[config.mk]
export PLATFORM = sky130hd
export DESIGN_NAME = instr_fetch_unit
export DESIGN_NICKNAME = d
export VERILOG_FILES = /design/src/rtl/instr_fetch_unit.sv
export SDC_FILE = /design/constraint.sdc
export NUM_CORES = 1
export LEC_CHECK = 0
export CAP_MARGIN = 0
export CORE_ASPECT_RATIO = 1.5
export CORE_MARGIN = 2
export CORE_UTILIZATION = 30
export CTS_CLUSTER_DIAMETER = 40
export DETAILED_ROUTE_END_ITERATION = 6
export GPL_ROUTABILITY_DRIVEN = 0
export HOLD_SLACK_MARGIN = 0.03
export PLACE_DENSITY_LB_ADDON = 0.25
export SLEW_MARGIN = 20
export SYNTH_ARGS = -nofsm -noshare
export SYNTH_HDL_FRONTEND = slang
export SYNTH_SLANG_ARGS = --single-unit
[constraint.sdc]
create_clock -name clk -period 6.9 [get_ports clk]
set_input_delay 1.035 -clock clk [delete_from_list [all_inputs] [get_ports clk]]
set_output_delay 1.035 -clock clk [all_outputs]
set_load 0.02 [all_outputs]
[src/rtl/instr_fetch_unit.sv]
// Instruction fetch and step controller feeding the MCP core.
// Holds a loadable program memory and presents the registered word at the
// MCP's next_address. It issues one-cycle execute strobes, either from a
// debounced single-step button or continuously in run mode.
module instr_fetch_unit #(
  parameter int DEPTH      = 32,
  parameter int DEB_CYCLES = 4
) (
  input  logic       clk,
  input  logic       reset,
  input  logic       prog_we,
  input  logic [7:0] prog_addr,
  input  logic [7:0] prog_data,
  input  logic       step_btn,
  input  logic       run_mode,
  input  logic [7:0] next_address,
  output logic [7:0] instruction,
  output logic       cpu_step,
  output logic       halted,
  output logic       busy
);

  localparam int AW = (DEPTH > 1) ? $clog2(DEPTH) : 1;
  localparam int CW = (DEB_CYCLES > 1) ? $clog2(DEB_CYCLES) : 1;
  // 9 bits so that a DEPTH of 256 still compares correctly against 8-bit addresses
  localparam logic [8:0]    DEPTH_LIM = 9'(DEPTH);
  localparam logic [CW-1:0] DEB_LAST  = CW'(DEB_CYCLES - 1);

  typedef enum logic [2:0] {
    S_IDLE   = 3'd0,
    S_FETCH  = 3'd1,
    S_SETTLE = 3'd2,
    S_ISSUE  = 3'd3,
    S_HALT   = 3'd4
  } state_t;

  state_t        state_reg;
  state_t        state_next;
  logic          sync_meta_reg;
  logic          sync_reg;
  logic          deb_level_reg;
  logic          deb_prev_reg;
  logic [CW-1:0] deb_cnt_reg;
  logic          step_req_reg;
  logic [7:0]    instr_reg;
  logic          halted_reg;
  logic [7:0]    mem [DEPTH];

  logic          fetch_ok;
  logic          write_ok;
  logic          take_step;
  logic          deb_rise;
  logic [AW-1:0] fetch_idx;
  logic [AW-1:0] write_idx;

  // The range checks use the full address, so out-of-range values can never alias onto low words.
  assign fetch_ok  = ({1'b0, next_address} < DEPTH_LIM);
  assign write_ok  = (state_reg == S_IDLE) && prog_we && ({1'b0, prog_addr} < DEPTH_LIM);
  assign take_step = (state_reg == S_IDLE) && (run_mode || step_req_reg);
  assign deb_rise  = deb_level_reg & ~deb_prev_reg;
  assign fetch_idx = next_address[AW-1:0];
  assign write_idx = prog_addr[AW-1:0];

  // Two-flop synchroniser for the asynchronous button
  always_ff @(posedge clk) begin
    if (reset) begin
      sync_meta_reg <= 1'b0;
      sync_reg      <= 1'b0;
    end else begin
      sync_meta_reg <= step_btn;
      sync_reg      <= sync_meta_reg;
    end
  end

  // Debounce: flip the level on the DEB_CYCLES-th consecutive cycle at the new value
  always_ff @(posedge clk) begin
    if (reset) begin
      deb_level_reg <= 1'b0;
      deb_prev_reg  <= 1'b0;
      deb_cnt_reg   <= '0;
    end else begin
      deb_prev_reg <= deb_level_reg;
      if (sync_reg != deb_level_reg) begin
        if (deb_cnt_reg == DEB_LAST) begin
          deb_level_reg <= sync_reg;
          deb_cnt_reg   <= '0;
        end else begin
          deb_cnt_reg <= deb_cnt_reg + 1'b1;
        end
      end else begin
        deb_cnt_reg <= '0;
      end
    end
  end

  // Pending step flag: consumed on entry to ISSUE, discarded in HALT; extra edges are dropped
  always_ff @(posedge clk) begin
    if (reset) begin
      step_req_reg <= 1'b0;
    end else if (state_reg == S_HALT) begin
      step_req_reg <= 1'b0;
    end else if (take_step) begin
      step_req_reg <= 1'b0;
    end else if (deb_rise) begin
      step_req_reg <= 1'b1;
    end
  end

  // Program memory write port; contents intentionally survive reset
  always_ff @(posedge clk) begin
    if (write_ok) begin
      mem[write_idx] <= prog_data;
    end
  end

  // Registered instruction read and the sticky out-of-range flag
  always_ff @(posedge clk) begin
    if (reset) begin
      instr_reg  <= 8'h00;
      halted_reg <= 1'b0;
    end else if (state_reg == S_FETCH) begin
      if (fetch_ok) begin
        instr_reg <= mem[fetch_idx];
      end else begin
        instr_reg  <= 8'h00;
        halted_reg <= 1'b1;
      end
    end
  end

  // FSM state register; reset restarts at FETCH to re-read the current address
  always_ff @(posedge clk) begin
    if (reset) begin
      state_reg <= S_FETCH;
    end else begin
      state_reg <= state_next;
    end
  end

  // FSM next-state logic
  always_comb begin
    state_next = state_reg;
    case (state_reg)
      S_FETCH:  state_next = fetch_ok ? S_SETTLE : S_HALT;
      S_SETTLE: state_next = S_IDLE;
      S_IDLE:   state_next = take_step ? S_ISSUE : S_IDLE;
      S_ISSUE:  state_next = S_FETCH;
      S_HALT:   state_next = S_HALT;
      default:  state_next = S_FETCH;
    endcase
  end

  // FSM outputs: the strobe exists only in ISSUE, so strobes are at least 4 cycles apart
  always_comb begin
    cpu_step = (state_reg == S_ISSUE);
    busy     = (state_reg != S_IDLE);
  end

  assign instruction = instr_reg;
  assign halted      = halted_reg;

endmodule

Word level (Yosys, flattened, before mapping)
Memories as Yosys holds them, arrays and structs flattened.
Index checks and enable logic that the tools add are counted.

word-level totals
  register bits after elaboration = 19
  bits in writable memories = 256
  bits of input ports = 29
  output and inout bits = 11
  memories kept = 1

memory list
  name  depth  bits a word  rd ports  clocked after memory_dff  wr ports  RTL line  RTL
  mem   32     8            1         0                         1         47        logic [7:0] mem [DEPTH];

operators by class
  add/subtract/negate cells = 1
  magnitude comparators = 2
  eq/ne operators = 6
  mux-type cells = 6
  bitwise operators = 4
  reduce and logical (&&, ||, !) cells = 10

operator list
  kind                                                                    number
  8-bit by 6-bit < comparator with 1-bit output (second input constant)   2
  3-bit one-hot mux with 4 select lines                                   1
  8-bit 2-to-1 mux                                                        1
  3-bit by 2-bit equality test with 1-bit output (second input constant)  2
  3-bit OR reduction                                                      2
  2-bit AND reduction                                                     2
  3-bit by 1-bit equality test with 1-bit output (second input constant)  1
  3-bit equality test (second input constant)                             1
  1-bit logical AND                                                       3
  3-bit zero test                                                         1
  3-bit 2-to-1 mux                                                        1
  1-bit inverter                                                          3
  3-bit nonzero test                                                      1
  2-bit by 1-bit adder with 2-bit output (second input constant)          1
  2-bit equality test (second input constant)                             1
  1-bit 2-to-1 mux                                                        2
  2-bit 2-to-1 mux                                                        1
  1-bit AND                                                               1
  1-bit logical OR                                                        1
  1-bit inequality test                                                   1

Depth between registers and ports, before layout
  word-level depth = 5
  gate-level depth with buffers = 8
  depth with buffers taken out = 5

Worst setup path before layout
Ideal clock, no wire load.

  path kind = input port to flip-flop
  start point = in next_address[0]
  end point = reg instr_reg[3] (netlist: instruction[3])
  library setup time = 0.131 ns
  data arrival time = 2.636 ns
  required time = 6.769 ns
  path slack = 4.133 ns
  stages = 6
  path buffers = 2
  cell sequence = buf_2 -> buf_2 -> mux4_2 -> and2b_2 -> a2111oi_0 -> nor3_1

between the ends
  longest elaborated chain between the ends = 2

RTL lines
  what                                                                                RTL line  RTL
  start: declaration                                                                  16        input logic [7:0] next_address,
  memory 32 x 8 bit or 8-bit by 6-bit < comparator with 1-bit output (tied branches)  -
  8-bit 2-to-1 mux *                                                                  122       if (fetch_ok) begin
  end signal: assignment                                                              123       instr_reg <= mem[fetch_idx];
  end: declaration                                                                    45        logic [7:0] instr_reg;

Mark *: on every way between the ends. The rest lies on a longest branch, timed or not.
A chain may end at the register's enable or synchronous reset.

Worst setup path in the final report
  start point = in next_address[0]
  end point = reg instr_reg[5] (netlist: instruction[5])

Same word-level chain as after synthesis.

==> flow_metrics.py <==
metrics = {
    "drt": {
        "viasPerCell": 4.89,
        "drcViolationCount": 0,
        "dr.pass1.iters": 5,
        "vias": 5608,
        "drt-initial-drc-count": 390,
        "totalWireLength_mm": 26.5,
        "wl_per_cell_um": 23.1,
        "postRouteAntennaNets": 0,
    },
    "timing": {
        "hold_violations": 0,
        "worst_slew_pin_slew_ns": 0.968,
        "fin_tns_setup_ns": 0,
        "fin_skew_ns": 0.0283,
        "rsz0062_at_grt": "no",
        "finalSetupViolCount": 0,
        "setup_ws_ns": 3.34,
        "clock.fmax_mhz": 281,
        "layout_min_cycle_time_ns": 3.56,
        "slew_violations": 0,
        "min_period_over_period_pct": 51.7,
        "hold_ws_ns": 0.419,
        "slew-limit-headroom_pct": 35.3,
    },
    "finish": {
        "num-fill-cells": 3418,
        "final_cells": 1147,
        "fin_util_pct": 35.9,
        "fin_area_mm2": 0.0129,
        "nets": 675,
        "multi_input_area_mm2": 0.00266,
        "antenna_cells": 0,
        "syn2layout_area_growth_pct": 17.4,
        "final-seq-area_mm2": 0.00807,
        "drive_above_1_share_pct": 22.1,
        "largest_reg_flops": 256,
    },
    "setup_path": {
        "path_class": "primary input to flip-flop",
        "crit_path_start_kind": "primary input",
        "path_max_fanout": 51,
        "path_buf_inv": 2,
        "max_stage_delay_ns": 0.73,
        "cpMaxStageDelayCell": "buf_4",
        "crit_top_cell": "buf_4",
        "arrival_ns": 3.99,
        "worstPathRequired_ns": 7.33,
        "crit_family": "buffers and inverters",
        "crit_path_end_kind": "flip-flop",
        "path_cells": "buf_4 -> buf_4 -> mux4_2 -> mux2i_1 -> nor2_1 -> a311oi_1 -> nor3_1",
    },
    "min_path": {
        "hold_class": "flip-flop to flip-flop",
    },
    "clocking": {
        "ctsResizeCount": 0,
        "htree_levels": 1,
        "clock-sinks": 275,
        "clockRootBuffer": "clkbuf_16",
        "postCtsSetupRepairBufs": 0,
        "cts_tree": "yes",
        "cts-hold-fix-buffers": 0,
        "cts_made_buffers": 30,
        "clk_latency_ns": 0.57,
        "clk_pin_slew_ns": 0.06,
        "cts_max_path_buffers": 3,
    },
    "logic_synthesis": {
        "synth_seq_area_share_pct": 73.5,
        "async_flop_share_pct": 0,
        "synth-seq-cells": 275,
        "syn_inst": 595,
        "synth_nets": 625,
        "synth_top_cell_by_area": "edfxtp_1",
        "avgSynthCellArea_um2": 18.5,
        "synth_top_cell_area_share_pct": 70.0,
        "synth_edf_count": 256,
        "netlist_top_cells_area": "edfxtp_1 (70%), mux4_2 (7.4%), dfxtp_1 (3.5%)",
        "yosysWarnings": 0,
        "synth.distinct_cells": 45,
        "ys.flop_type": "edfxtp_1",
        "synth_area_mm2": 0.0110,
    },
    "pwr": {
        "power.share.clock_pct": 46.0,
        "p_leak_nw": 4.03,
        "p_per_area_mw_per_mm2": 291,
        "finalPower_mw": 3.75,
        "peakVddDrop_mv": 0.144,
        "power_frac_comb_pct": 5.2,
        "p_switching_mw": 0.814,
        "switching_share_pct": 21.7,
        "seq_power_share_pct": 48.8,
        "p_int_mw": 2.94,
    },
    "global_route": {
        "use_met3_pct": 1.91,
        "grt_pass1_vias": 5835,
        "grt_remaining_overflow": 0,
        "antenna_found_initial": 0,
        "grt_use_total_pct": 13.9,
        "global_route.usage.met1_pct": 15.5,
        "grt_max_degree": 52,
        "met2_usage_pct": 26.2,
        "grt_pass1_wl_mm": 38.8,
        "top_usage_layer": "met2",
    },
    "floorplan": {
        "die_x_um": 160,
        "core_area_mm2": 0.0359,
        "num_rows": 85,
        "ios": 40,
        "die_height_um": 238,
        "die_area_mm2": 0.0382,
        "start_util_pct": 30.5,
    },
    "placed_design": {
        "dpl_cell_area_mm2": 0.0118,
        "place_ws_ns": 2.69,
        "io_buffers": 39,
        "dp.cells": 1091,
        "dpl.hpwl_mm": 17.4,
    },
    "outcome": {
        "run_status": "completed",
    },
    "job": {
        "maxCapViolations": 0,
    },
}
## path summary, 6_finish.rpt
kind	startpoint	end	slack, ns	cells past startpoint
setup / recovery	next_address[0]	instruction[5]$_SDFFE_PP0N_	3.34	7
hold / removal	deb_cnt_reg[0]$_SDFF_PP0_	deb_cnt_reg[0]$_SDFF_PP0_	0.42	1
setup reg to reg	state_reg[1]$_SDFF_PP0_	mem[1][5]$_DFFE_PP_	3.56	4
hold reg to reg	deb_cnt_reg[0]$_SDFF_PP0_	deb_cnt_reg[0]$_SDFF_PP0_	0.42	1
## logic make-up (layout without fill, tap and decap cells)
family	Yosys count	after routing	synth area share, %
xor+xnor	1	1	0.0798
simple gates	124	124	5.79
flops	275	275	73.5
buf+inv	35	109	2.25
mux	97	97	13.8
compound gates	62	62	4.47
fa+ha+maj	1	1	0.114
## layer usage
metal,share of wire (%),vias up
met3,4.4,42
met5,0,-
li1,-,2527
met1,37,2883
met2,55,156
met4,4.1,0
## final cells by class
cell class,count,area share [%]
sequential,275,62.6
multi-input combinational,285,20.7
clock buffer,34,6.18
tap,478,4.64
timing repair buffer,50,3.53
clock inverter,22,2.32
inverter,3,0.0873
## placed cells by master, fill, tap and decap left out, types with 4 or more instances in the layout
cell               n
buf_4             12
clkdlybuf4s50_1   35
o2111ai_1          4
dfxtp_1           19
mux4_1             4
nor2b_1           12
a311oi_1           4
mux4_2            36
a221oi_1          12
a21oi_2            6
edfxtp_1         256
nor2_1            47
o31ai_1            8
o22ai_1            8
nor3_1            14
mux2_2            24
bufinv_16          5
clkinv_4           5
and2_2             7
nand3b_1           5
nand3_1           10
o32a_1             4
a21oi_1            6
clkinv_2           4
clkbuf_16         31
nand2_1           12
mux2i_1           33
a2111oi_0          8
## Yosys cell counts (all sizes together) (3+ instances only)
library cell    n
a21oi          12
a221oi         12
o31ai           8
inv             3
dfxtp          19
o22ai           8
clkbuf         14
nor3           14
mux4           40
nor2           47
nand2          12
nor2b          12
mux2i          33
edfxtp        256
and2            8
mux2           24
nand3          10
a2111oi         8
o2111ai         4
nand2b          3
or3             3
o32a            4
or3b            3
nand3b          5
a311oi          4
buf            18
## power groups by stage
stage	clock network, mW	logic, mW	registers (mW)
final	1.72	0.194	1.83
after CTS	1.76	0.199	1.83
after global routing	1.82	0.209	1.83
after floorplan	0	0.115	1.87
after detailed placement	0	0.198	1.87
after global placement	0	0.197	1.87
(Power assumes the default switching activity.)
